<file path="src/rtl/clock_divider_pkg.sv">
// Shared types, defaults and helpers for the clock divider bank and its sequential divider.
package clock_divider_pkg;

   localparam int unsigned DefBaseSpeed = 50000000;
   localparam int unsigned DefCntW      = 32;
   localparam int unsigned MaxCntW      = 64;

   typedef enum logic [1:0] {
      StIdle,
      StDiv,
      StDone
   } div_state_e;

   // A zero request stops the channel; a zero quotient means f > BASE/2, so run at clk/2.
   function automatic logic [MaxCntW-1:0] hp_clamp(input logic              f_zero,
                                                   input logic [MaxCntW-1:0] quo);
      logic [MaxCntW-1:0] res;
      if (f_zero) begin
         res = '0;
      end else if (quo == '0) begin
         res = {{(MaxCntW-1){1'b0}}, 1'b1};
      end else begin
         res = quo;
      end
      return res;
   endfunction

endpackage

</file>
<file path="src/rtl/seq_divider.sv">
// Restoring divider, one quotient bit per cycle; valid_o pulses exactly NUM_W cycles after start_i.
module seq_divider #(
   parameter int unsigned NUM_W = 32,
   parameter int unsigned DEN_W = 21
) (
   input  logic             clk,
   input  logic             rst,
   input  logic             start_i,
   input  logic [NUM_W-1:0] num_i,
   input  logic [DEN_W-1:0] den_i,
   output logic             busy_o,
   output logic             valid_o,
   output logic [NUM_W-1:0] quo_o
);

   localparam int unsigned CntBits = $clog2(NUM_W + 1);

   logic [DEN_W-1:0]   rem_q, rem_d, den_q, den_d;
   logic [NUM_W-1:0]   num_q, num_d, quo_q, quo_d;
   logic [CntBits-1:0] cnt_q, cnt_d;
   logic               busy_q, busy_d, valid_q, valid_d;

   logic               first;
   logic [DEN_W-1:0]   step_rem, step_den;
   logic               step_bit, take;
   logic [DEN_W:0]     shifted, diff;
   logic [DEN_W-1:0]   rem_next;

   // The start cycle already computes the first quotient bit from the raw operands.
   always_comb begin
      first    = start_i & ~busy_q;
      step_rem = first ? '0 : rem_q;
      step_den = first ? den_i : den_q;
      step_bit = first ? num_i[NUM_W-1] : num_q[NUM_W-1];
      shifted  = {step_rem, step_bit};
      diff     = shifted - {1'b0, step_den};
      take     = (shifted >= {1'b0, step_den});
      rem_next = take ? diff[DEN_W-1:0] : shifted[DEN_W-1:0];
   end

   always_comb begin
      rem_d   = rem_q;
      den_d   = den_q;
      num_d   = num_q;
      quo_d   = quo_q;
      cnt_d   = cnt_q;
      busy_d  = busy_q;
      valid_d = 1'b0;
      if (first) begin
         den_d  = den_i;
         num_d  = num_i << 1;
         quo_d  = {{(NUM_W-1){1'b0}}, take};
         rem_d  = rem_next;
         cnt_d  = CntBits'(NUM_W - 1);
         busy_d = 1'b1;
      end else if (busy_q) begin
         num_d = num_q << 1;
         quo_d = {quo_q[NUM_W-2:0], take};
         rem_d = rem_next;
         cnt_d = cnt_q - 1'b1;
         if (cnt_q == CntBits'(1)) begin
            busy_d  = 1'b0;
            valid_d = 1'b1;
         end
      end
   end

   always_ff @(posedge clk or posedge rst) begin
      if (rst) begin
         rem_q   <= '0;
         den_q   <= '0;
         num_q   <= '0;
         quo_q   <= '0;
         cnt_q   <= '0;
         busy_q  <= 1'b0;
         valid_q <= 1'b0;
      end else begin
         rem_q   <= rem_d;
         den_q   <= den_d;
         num_q   <= num_d;
         quo_q   <= quo_d;
         cnt_q   <= cnt_d;
         busy_q  <= busy_d;
         valid_q <= valid_d;
      end
   end

   assign busy_o  = busy_q;
   assign valid_o = valid_q;
   assign quo_o   = quo_q;

endmodule

</file>
<file path="src/rtl/clock_divider_bank.sv">
// Bank of glitch-free 50% square-wave outputs; half-periods come from one shared sequential divider.
module clock_divider_bank
   import clock_divider_pkg::*;
#(
   parameter int unsigned BASE_SPEED = DefBaseSpeed,
   parameter int unsigned CHANNELS   = 4,
   parameter int unsigned FREQ_W     = 20,
   parameter int unsigned CNT_W      = DefCntW
) (
   input  logic                       clk,
   input  logic                       rst,
   input  logic [CHANNELS*FREQ_W-1:0] freq,
   input  logic [CHANNELS-1:0]        freq_load,
   output logic [CHANNELS-1:0]        clk_out,
   output logic [CHANNELS-1:0]        tick,
   output logic [CHANNELS-1:0]        done,
   output logic                       busy
);

   localparam int unsigned IdxW = (CHANNELS > 1) ? $clog2(CHANNELS) : 1;

   logic [CHANNELS-1:0][FREQ_W-1:0] req_freq_q, req_freq_d;
   logic [CHANNELS-1:0]             req_pend_q, req_pend_d;
   logic [CHANNELS-1:0][CNT_W-1:0]  hp_next_q, hp_next_d;
   logic [CHANNELS-1:0]             upd_pend_q, upd_pend_d;
   logic [CHANNELS-1:0]             done_q, done_d;
   logic                            busy_q, busy_d;
   div_state_e                      state_q, state_d;
   logic [IdxW-1:0]                 cur_ch_q, cur_ch_d;
   logic                            cur_zero_q, cur_zero_d;

   logic                            pick_valid;
   logic [IdxW-1:0]                 pick_idx;
   logic [CHANNELS-1:0]             pend_clr, upd_set, upd_apply;
   logic                            div_start, div_busy, div_valid;
   logic [FREQ_W:0]                 div_den;
   logic [CNT_W-1:0]                div_quo, hp_val;

   // Descending scan so the lowest pending index is the one left selected.
   always_comb begin
      pick_valid = 1'b0;
      pick_idx   = '0;
      for (int i = int'(CHANNELS) - 1; i >= 0; i--) begin
         if (req_pend_q[i]) begin
            pick_valid = 1'b1;
            pick_idx   = IdxW'(i);
         end
      end
   end

   assign div_den = {req_freq_q[pick_idx], 1'b0};
   assign hp_val  = CNT_W'(hp_clamp(cur_zero_q, MaxCntW'(div_quo)));

   seq_divider #(
      .NUM_W (CNT_W),
      .DEN_W (FREQ_W + 1)
   ) u_div (
      .clk     (clk),
      .rst     (rst),
      .start_i (div_start),
      .num_i   (CNT_W'(BASE_SPEED)),
      .den_i   (div_den),
      .busy_o  (div_busy),
      .valid_o (div_valid),
      .quo_o   (div_quo)
   );

   always_comb begin
      state_d    = state_q;
      cur_ch_d   = cur_ch_q;
      cur_zero_d = cur_zero_q;
      hp_next_d  = hp_next_q;
      div_start  = 1'b0;
      pend_clr   = '0;
      upd_set    = '0;
      done_d     = '0;
      unique case (state_q)
         StIdle: begin
            if (pick_valid && !div_busy) begin
               pend_clr[pick_idx] = 1'b1;
               cur_ch_d           = pick_idx;
               cur_zero_d         = (req_freq_q[pick_idx] == '0);
               div_start          = 1'b1;
               state_d            = StDiv;
            end
         end
         StDiv: begin
            // Result is committed on the last divide cycle so done lands in the DONE cycle.
            if (div_valid) begin
               hp_next_d[cur_ch_q] = hp_val;
               upd_set[cur_ch_q]   = 1'b1;
               done_d[cur_ch_q]    = 1'b1;
               state_d             = StDone;
            end
         end
         StDone: state_d = StIdle;
         default: state_d = StIdle;
      endcase
   end

   // A load arriving in the same cycle as its own pick stays pending: latest value wins.
   always_comb begin
      req_freq_d = req_freq_q;
      for (int i = 0; i < int'(CHANNELS); i++) begin
         if (freq_load[i]) begin
            req_freq_d[i] = freq[i*FREQ_W +: FREQ_W];
         end
      end
      req_pend_d = (req_pend_q & ~pend_clr) | freq_load;
      upd_pend_d = (upd_pend_q & ~upd_apply) | upd_set;
      busy_d     = (state_d != StIdle) | (|req_pend_d);
   end

   always_ff @(posedge clk or posedge rst) begin
      if (rst) begin
         req_freq_q <= '0;
         req_pend_q <= '0;
         hp_next_q  <= '0;
         upd_pend_q <= '0;
         done_q     <= '0;
         busy_q     <= 1'b0;
         state_q    <= StIdle;
         cur_ch_q   <= '0;
         cur_zero_q <= 1'b0;
      end else begin
         req_freq_q <= req_freq_d;
         req_pend_q <= req_pend_d;
         hp_next_q  <= hp_next_d;
         upd_pend_q <= upd_pend_d;
         done_q     <= done_d;
         busy_q     <= busy_d;
         state_q    <= state_d;
         cur_ch_q   <= cur_ch_d;
         cur_zero_q <= cur_zero_d;
      end
   end

   for (genvar g = 0; g < CHANNELS; g++) begin : g_chan
      logic [CNT_W-1:0] hp_q, hp_d, cnt_q, cnt_d;
      logic             out_q, out_d, tick_q, tick_d;
      logic             apply;

      // Updates only land with the output low: at a falling toggle, or at once when stopped.
      always_comb begin
         hp_d   = hp_q;
         cnt_d  = cnt_q;
         out_d  = out_q;
         tick_d = 1'b0;
         apply  = 1'b0;
         if (hp_q == '0) begin
            cnt_d = '0;
            out_d = 1'b0;
            if (upd_pend_q[g]) begin
               hp_d  = hp_next_q[g];
               apply = 1'b1;
            end
         end else if (cnt_q == hp_q - 1'b1) begin
            cnt_d  = '0;
            out_d  = ~out_q;
            tick_d = ~out_q;
            if (out_q && upd_pend_q[g]) begin
               hp_d  = hp_next_q[g];
               apply = 1'b1;
            end
         end else begin
            cnt_d = cnt_q + 1'b1;
         end
      end

      always_ff @(posedge clk or posedge rst) begin
         if (rst) begin
            hp_q   <= '0;
            cnt_q  <= '0;
            out_q  <= 1'b0;
            tick_q <= 1'b0;
         end else begin
            hp_q   <= hp_d;
            cnt_q  <= cnt_d;
            out_q  <= out_d;
            tick_q <= tick_d;
         end
      end

      assign upd_apply[g] = apply;
      assign clk_out[g]   = out_q;
      assign tick[g]      = tick_q;
   end

   assign done = done_q;
   assign busy = busy_q;

endmodule

</file>
<file path="config.mk">
export PLATFORM = sky130hd
export DESIGN_NAME = clock_divider_bank
export DESIGN_NICKNAME = d
export VERILOG_FILES = /design/src/rtl/clock_divider_pkg.sv /design/src/rtl/seq_divider.sv /design/src/rtl/clock_divider_bank.sv
export SDC_FILE = /design/constraint.sdc
export NUM_CORES = 1
export LEC_CHECK = 0
export CORE_MARGIN = 2
export CORE_UTILIZATION = 44
export DETAILED_ROUTE_END_ITERATION = 16
export GPL_TIMING_DRIVEN = 0
export PLACE_DENSITY = 0.61
export SYNTH_ARGS = -nofsm -noshare
export SYNTH_HDL_FRONTEND = slang
export SYNTH_HIERARCHICAL = 1
export SYNTH_SLANG_ARGS = --single-unit
</file>
<file path="constraint.sdc">
create_clock -name clk -period 40.8 [get_ports clk]
set_input_delay 8.16 -clock clk [delete_from_list [all_inputs] [get_ports clk]]
set_output_delay 8.16 -clock clk [all_outputs]
set_load 0.005 [all_outputs]
</file>
# After elaboration in Yosys (flattened, before gate mapping)

Cells that the tools add are included.

Add/sub/neg operators: 10
Magnitude comparators: 5
Equality and inequality tests: 10
Mux-type cells: 102
Bitwise logic cells: 13
Reductions and logical operators: 32

Operators by type and width:

| kind                                                                 | number |
|---|---|
| 32-bit 2-to-1 mux                                                    | 31 |
| 32-bit zero test                                                     | 5 |
| 32-bit by 1-bit adder with 32-bit output, second input constant      | 4 |
| 128-bit bitwise mux                                                  | 1 |
| 32-bit equality test                                                 | 4 |
| 32-bit by 1-bit subtractor with 32-bit output, second input constant | 4 |
| 21-bit 2-to-1 mux                                                    | 5 |
| 32-bit demux with 2-bit select                                       | 1 |
| 1-bit 2-to-1 mux                                                     | 47 |
| 20-bit binary-select mux with 2-bit select                           | 1 |
| 22-bit by 21-bit >= comparator with 1-bit output                     | 1 |
| 21-bit subtractor                                                    | 1 |
| 20-bit zero test                                                     | 1 |
| 20-bit 2-to-1 mux                                                    | 1 |
| 2-bit nonzero test                                                   | 10 |
| 4-bit 2-to-1 mux                                                     | 4 |
| 2-bit 2-to-1 mux                                                     | 6 |
| 6-bit 2-to-1 mux                                                     | 2 |
| 3-bit AND reduction                                                  | 4 |
| 4-bit bitwise AND                                                    | 2 |
| 2-bit inequality test, second input constant                         | 4 |
| 4-bit inverter                                                       | 2 |
| 4-bit bitwise OR                                                     | 2 |
| 1-bit logical AND                                                    | 7 |
| other kinds (14)                                                     | 22 |

Register bits after elaboration: 604
Logic and storage cells: 210

# Logic depth before layout (Yosys ltp)

Gate-level depths: netlist of the first run.

Depth in word-level cells: 15
Depth in mapped cells: 19
Mapped depth without buffers: 16

# By module

Netlist of the first run, hierarchy kept.

Modules (own cells, without submodules):

| module             | times used | cells each | area each (um^2) | sequential area each (um^2) |
|---|---|---|---|---|
| clock_divider_bank | 1          | 2430       | 25045.3          | 12261.8 |
| seq_divider        | 1          | 620        | 6200.9           | 2827.7 |

# Least setup slack after synthesis of the first run

OpenSTA, ideal clock, no wires.

Path type: input-to-reg
From: input freq_load[0]
To: register req_freq_q[0] (netlist name)
Setup time: 0.125 ns
Arrival time: 8.842 ns
Required time: 40.675 ns
Slack: 31.833 ns
Stages: 2
Path buffers: 1
Cell sequence: clkbuf_1 > mux2_2

RTL lines:

| what                 | RTL line                  | RTL |
|---|---|---|
| start, declared      | clock_divider_bank.sv:13  | `input logic [CHANNELS-1:0] freq_load,` |
| end signal, assigned | clock_divider_bank.sv:126 | `req_freq_q <= req_freq_d;` |
| end, declared        | clock_divider_bank.sv:22  | `logic [CHANNELS-1:0][FREQ_W-1:0] req_freq_q, req_freq_d;` |

No word-level cell between the ends.

==> results of run 1 <==
[worst register-to-register path: cells and delay by family, from the launching register on]
kind                       cells  cell delay [ns]
muxes                          2             0.56
buffers and inverters          6             2.28
AOI/OAI and AO/OA              3             1.86
adders and majority gates      1             0.48
DFF                            1             0.43
and+or+nand+nor                4             0.96
[routing by layer]
layer | part of all wire, % | up-vias
met3 | 3.9 | 151
met1 | 44 | 11913
li1 | - | 11190
met2 | 49 | 557
met5 | 0 | -
met4 | 2.8 | 0
[final timing paths]
check,to,cells after the start
max,g_chan[0].cnt_q[0],5
min reg2reg,state_q[0],1
max reg2reg,u_div/rem_q[7],16
min,state_q[0],1
max in group clk,clk_out[2],2
min in group asynchronous,g_chan[3].hp_q[0],2
[final cells by class]
cell class | instances | area (sq um)
well taps | 940 | 1180
inverters | 94 | 363
multi-input cells | 2221 | 15200
fillers | 6341 | 34100
flip-flops and latches | 603 | 15100
repair buffers | 103 | 1120
clock inverters | 31 | 414
clock buffers | 95 | 2000
plain buffers | 163 | 726
[placed cells by master, fill, tap and decap left out, types with 29 or more instances in the layout]
| cell type | n |
|---|---|
| xnor2_1 | 150 |
| conb_1 | 33 |
| or3_1 | 33 |
| a22o_1 | 38 |
| xor2_1 | 136 |
| nor2_1 | 243 |
| and3_1 | 38 |
| or4_1 | 29 |
| a21oi_1 | 62 |
| inv_1 | 91 |
| nand2_1 | 323 |
| nor3_1 | 73 |
| mux2i_1 | 76 |
| clkbuf_16 | 71 |
| nand2b_1 | 35 |
| mux2_2 | 167 |
| ha_1 | 31 |
| clkbuf_1 | 132 |
| nor4_1 | 71 |
| and2_1 | 30 |
| nand3_1 | 81 |
| nand4_1 | 47 |
| clkdlybuf4s50_1 | 98 |
| o21ai_0 | 204 |
| dfrtp_1 | 603 |
[flip-flops by register name (all words and copies together) (netlist names)]
name           count
u_div/quo_o       32
u_div/cnt_q        6
u_div/busy_o       1
u_div/num_q       31
g_chan.tick_q      4
upd_pend_q         4
g_chan.cnt_q     128
cur_ch_q           2
busy               1
req_freq_q        80
u_div/den_q       21
g_chan.out_q       4
u_div/rem_q       21
state_q            2
hp_next_q        128
g_chan.hp_q      128
done               4
cur_zero_q         1
u_div/valid_o      1
req_pend_q         4
[cells by family (layout without fill, tap and decap cells)]
kind of cell / Yosys count / count (layout) / synth area share [%]
AOI/OAI and AO/OA: 473 / 473 / 9.94
other: 2 / 33 / 0.0240
adders and majority gates: 32 / 32 / 1.31
DFF: 603 / 603 / 48.3
buffers and inverters: 257 / 486 / 3.45
xor gates and xnor gates: 286 / 286 / 8.02
and+or+nand+nor: 1111 / 1111 / 18.0
muxes: 286 / 286 / 11.0
[power by group through the flow]
stage                     registers [mW]  clock network [mW]  logic [mW]
final                              0.682               0.651       0.306
after global routing               0.687               0.688       0.341
after CTS                          0.681               0.664       0.304
after detailed placement           0.692                   0       0.303
after global placement             0.691                   0       0.292
after floorplan                    0.679                   0       0.235
==> impl_metrics.tcl, run 1 <==
set metrics [dict create \
    post-place-cells 4124 \
    p_total_mw 1.64 \
    cts_htree_levels 3 \
    use_met2_pct 37.3 \
    synthMostInstantiatedCell "dfrtp_1" \
    max-cap-violations 0 \
    slew_headroom_pct 19.5 \
    synth_flop_cell "dfrtp_1" \
    cp_slowest_stage_delay_ns 0.54 \
    die_area_sq_mm 0.0732 \
    leakagePower_nw 15.8 \
    ys_warn_count 6 \
    clockRootBuffer "clkbuf_16" \
    ys_types 105 \
    io-pin-count 99 \
    hold_class "reg2reg" \
    grt_max_degree 123 \
    r2r_start "req_pend_q[0]" \
    clkPwrFrac_pct 39.7 \
    drtAntennaViolNets 0 \
    drive_gt1_share_pct 12.3 \
    seq_power_share_pct 41.6 \
    tns_ns 0 \
    yosysSeqAreaShare_pct 48.3 \
    cts_tree "built" \
    start_kind "input port" \
    p_per_area_mw_per_mm2 45.4 \
    vias 23811 \
    rsz0062_at_grt "false" \
    critPathBufInv 5 \
    cts_buffers 70 \
    cp_max_fo 122 \
    first_pass_iters 8 \
    ys_ff_latch 603 \
    r2r_slack_ns 34.08 \
    critical_path_class "in2async" \
    finalCritPeriodShare_pct 24.3 \
    grt_pass1_vias 23812 \
    fin_ws_ns 30.88 \
    dp_hpwl_um 58100 \
    cp_slowest_cell "clkdlybuf4s50_1" \
    syn_avg_cell_area_sq_um 10.2 \
    synth_edf_count 0 \
    p_int_mw 1.17 \
    hold_viol 0 \
    setup_viol 0 \
    final_nets 3374 \
    grt_pass1_wl_um 129000 \
    io_buffers 98 \
    synth_cells 3050 \
    power.switching_mw 0.469 \
    final_util_pct 51.4 \
    arrival_ns 10.63 \
    cp.required_ns 41.50 \
    comb_power_share_pct 18.7 \
    synth_area_leaders "dfrtp_1 (48%), mux2_2 (6.0%), xnor2_1 (4.2%)" \
    track_usage_pct 21.9 \
    drt_iter0_drc 1769 \
    place.gp.congestion 0.897 \
    grt_util_met1_pct 29.0 \
    syn-cell-area_sq_mm 0.0312 \
    fin_cells 4250 \
    fin_area_sq_mm 0.0361 \
    gr-max-usage-layer "met2" \
    worst_slew_pin_slew_ns 1.20 \
    crit_start "rst" \
    finalMaxSlewViolations 0 \
    grt_overflow_total 0 \
    numClockSinks 603 \
    timing.final.crit_period_ns 9.92 \
    synth_common_cells "dfrtp_1 (603), nand2_1 (323), nor2_1 (243), o21ai_0 (204), mux2_2 (167)" \
    crit_top_cell "buf_16" \
    dp_slack_ns 30.05 \
    synth_top_area_cell "dfrtp_1" \
    min_from "u_div/valid_o" \
    clkLatencyLatePin_ns 0.62 \
    worst_setup_path_end_kind "async pin" \
    ir_drop_mv 0.0334 \
    path_cells "clkdlybuf4s50_1 -> inv_8 -> buf_16 -> buf_16 -> buf_16" \
    remaining_drc_errors 0 \
    grt_antenna_before_repair 1 \
    area_growth_pct 15.5 \
    start_util_pct 44.5 \
    n_antenna_cell 0 \
    cts.hold.buffers_added 0 \
    fin_hold_ws_ns 0.475 \
    async_flop_share_pct 100 \
    use_met3_pct 2.67 \
    die_y_um 270 \
    yosysTopAreaCellShare_pct 48.3 \
    cts_setup_buffers 0 \
    cts-resized-gates 0 \
    wl_per_cell_um 18.8 \
    core_sq_mm 0.0701 \
    swShare_pct 28.6 \
    clock_skew_ns 0.0203 \
    clkTransAtPathRegs_ns 0.06 \
    rows 97 \
    outcome "complete, no violations" \
    crit_family "buffers and inverters" \
    vias_per_cell 5.60 \
    fmax_ghz 0.101 \
    die_x_um 270 \
    routed_wl_um 80000 \
    clk_path_buf_depth 3 \
    placedInstanceArea_sq_mm 0.0337 \
]
Power figures use the tool's default switching activity.
==> inputs of run 2 (changes only) <==
--- a/config.mk
+++ b/config.mk
@@ -9,7 +9,7 @@
 export CORE_UTILIZATION = 44
 export DETAILED_ROUTE_END_ITERATION = 16
 export GPL_TIMING_DRIVEN = 0
-export PLACE_DENSITY = 0.61
+export PLACE_DENSITY = 0.64
 export SYNTH_ARGS = -nofsm -noshare
 export SYNTH_HDL_FRONTEND = slang
 export SYNTH_HIERARCHICAL = 1
==> constraint.sdc (replaced) <==
create_clock -name clk -period 8.29 [get_ports clk]
set_input_delay 1.658 -clock clk [delete_from_list [all_inputs] [get_ports clk]]
set_output_delay 1.658 -clock clk [all_outputs]
set_load 0.005 [all_outputs]
==> impl_metrics.tcl, run 2 (synthesis gave the netlist of run 1 again) <==
set metrics [dict create \
    worst_slew_pin_slew_ns 1.13 \
    first_pass_iters 5 \
    clock_skew_ns 0.0256 \
    finalMaxSlewViolations 0 \
    io_buffers 98 \
    cts.hold.buffers_added 0 \
    clkLatencyLatePin_ns 0.62 \
    crit_start "req_pend_q[0]" \
    ir_drop_mv 0.169 \
    wl_per_cell_um 17.9 \
    cts_buffers 69 \
    area_growth_pct 15.7 \
    grt_pass1_vias 23061 \
    worst_setup_path_end_kind "flop" \
    rows 97 \
    outcome "complete, no violations" \
    arrival_ns 6.49 \
    grt_antenna_before_repair 0 \
    slew_headroom_pct 23.9 \
    cp.required_ns 8.75 \
    n_antenna_cell 0 \
    die_area_sq_mm 0.0732 \
    cp_slowest_cell "buf_1" \
    final_util_pct 51.5 \
    mostFrequentLayoutCells "dfrtp_1 (603), nand2_1 (323), nor2_1 (243), o21ai_0 (204), mux2_2 (167)" \
    rsz0062_at_grt "false" \
    remaining_drc_errors 0 \
    place.gp.congestion 0.882 \
    clk_path_buf_depth 3 \
    vias 23185 \
    vias_per_cell 5.44 \
    track_usage_pct 21.1 \
    r2r_start "req_pend_q[0]" \
    dp_hpwl_um 55100 \
    grt_pass1_wl_um 125000 \
    start_kind "flop" \
    hold_viol 0 \
    path_cells "o41ai_1 -> clkbuf_2 -> inv_1 -> nand2b_1 -> buf_4 -> clkbuf_1 -> buf_1 -> mux2i_1 -> ha_1 -> and3_1 -> nand4_1 -> o41ai_4 -> inv_2 -> nand2_2 -> buf_6 -> mux2i_1 -> a21oi_1" \
    reg_top3 "g_chan.cnt_q: 128 flops, g_chan.hp_q: 128 flops, hp_next_q: 128 flops" \
    cts_tree "built" \
    p_total_mw 7.97 \
    drive_gt1_share_pct 12.6 \
    hold_class "reg2reg" \
    numClockSinks 603 \
    dp_slack_ns 1.72 \
    crit_top_cell "mux2i_1" \
    leakagePower_nw 15.9 \
    max-cap-violations 0 \
    routed_wl_um 76400 \
    finalCritPeriodShare_pct 72.7 \
    setup_viol 0 \
    fmax_ghz 0.166 \
    critical_path_class "reg2reg" \
    cp_slowest_stage_delay_ns 0.78 \
    drt_iter0_drc 1508 \
    tns_ns 0 \
    cts_htree_levels 3 \
    grt_overflow_total 0 \
    start_util_pct 44.5 \
    cts-resized-gates 0 \
    core_sq_mm 0.0701 \
    die_x_um 270 \
    final_nets 3383 \
    die_y_um 270 \
    fin_hold_ws_ns 0.474 \
    timing.final.crit_period_ns 6.03 \
    cp_max_fo 10 \
    cts_setup_buffers 0 \
    clockRootBuffer "clkbuf_16" \
    fin_ws_ns 2.26 \
    io-pin-count 99 \
    p_per_area_mw_per_mm2 220 \
    grt_max_degree 81 \
    clkTransAtPathRegs_ns 0.06 \
    min_from "u_div/num_q[11]" \
    drtAntennaViolNets 0 \
    mostFrequentLayoutCell "dfrtp_1" \
]
[run 2: cell types whose count changed in the layout (fill, tap and decap cells not counted), moves of 4 or more]
cell	previous run	this run
buf_12	0	13
clkinv_2	12	16
buf_16	5	1
clkinvlp_4	2	6
[run 2: area by class of cell]
type | count | area, sq um
multi-input combinational | 2221 | 15200
timing repair buffer | 113 | 1270
tap | 940 | 1180
clock inverter | 36 | 403
fill | 6416 | 34000
clock buffer | 90 | 1940
inverter | 94 | 362
sequential | 603 | 15100
buffer | 163 | 726
[run 2: worst max-delay path: cells and delay by family (launching register included)]
kind / cells / cell delay, ns
buffers and inverters: 7 / 2.26
AOI/OAI and AO/OA: 3 / 1.29
and+or+nand+nor: 4 / 0.86
muxes: 2 / 0.52
adders and majority gates: 1 / 0.49
DFF: 1 / 0.43
[run 2: per-stage QoR]
| stage | std cells | cell area, sq um |
|---|---|---|
| after global routing | 4260 | 36200 |
| after detailed placement | 4133 | 33800 |
| after global placement | 4119 | 33500 |
| after floorplan | 3081 | 31400 |
| after CTS | 4259 | 36200 |
| final | 4260 | 36200 |
[run 2: final timing paths]
check	to	slack, ns	depth (start not counted)
hold reg to reg	u_div/num_q[12]	0.47	2
setup reg to reg	u_div/rem_q[4]	2.26	17
min in group asynchronous	u_div/num_q[7]	1.56	2
max in group asynchronous	hp_next_q[4]	4.64	8
hold / removal	u_div/num_q[12]	0.47	2
setup / recovery	u_div/rem_q[4]	2.26	17
[run 2: power breakdown]
part           switching [mW]  leakage [nW]  internal (mW)
Sequential              0.186          7.91           3.17
Combinational           0.825          6.81          0.666
Clock                    1.29          1.15           1.83
Total                    2.30          15.9           5.67
[run 2: layer usage]
metal  part of all wire [%]  vias to the layer above  global-route usage [%]
li1                       -                    11234                       -
met1                     46                    11359                    29.0
met2                     47                      446                    34.7
met3                    3.5                      146                    2.64
met4                    2.9                        0                    6.98
met5                      0                        -                       0
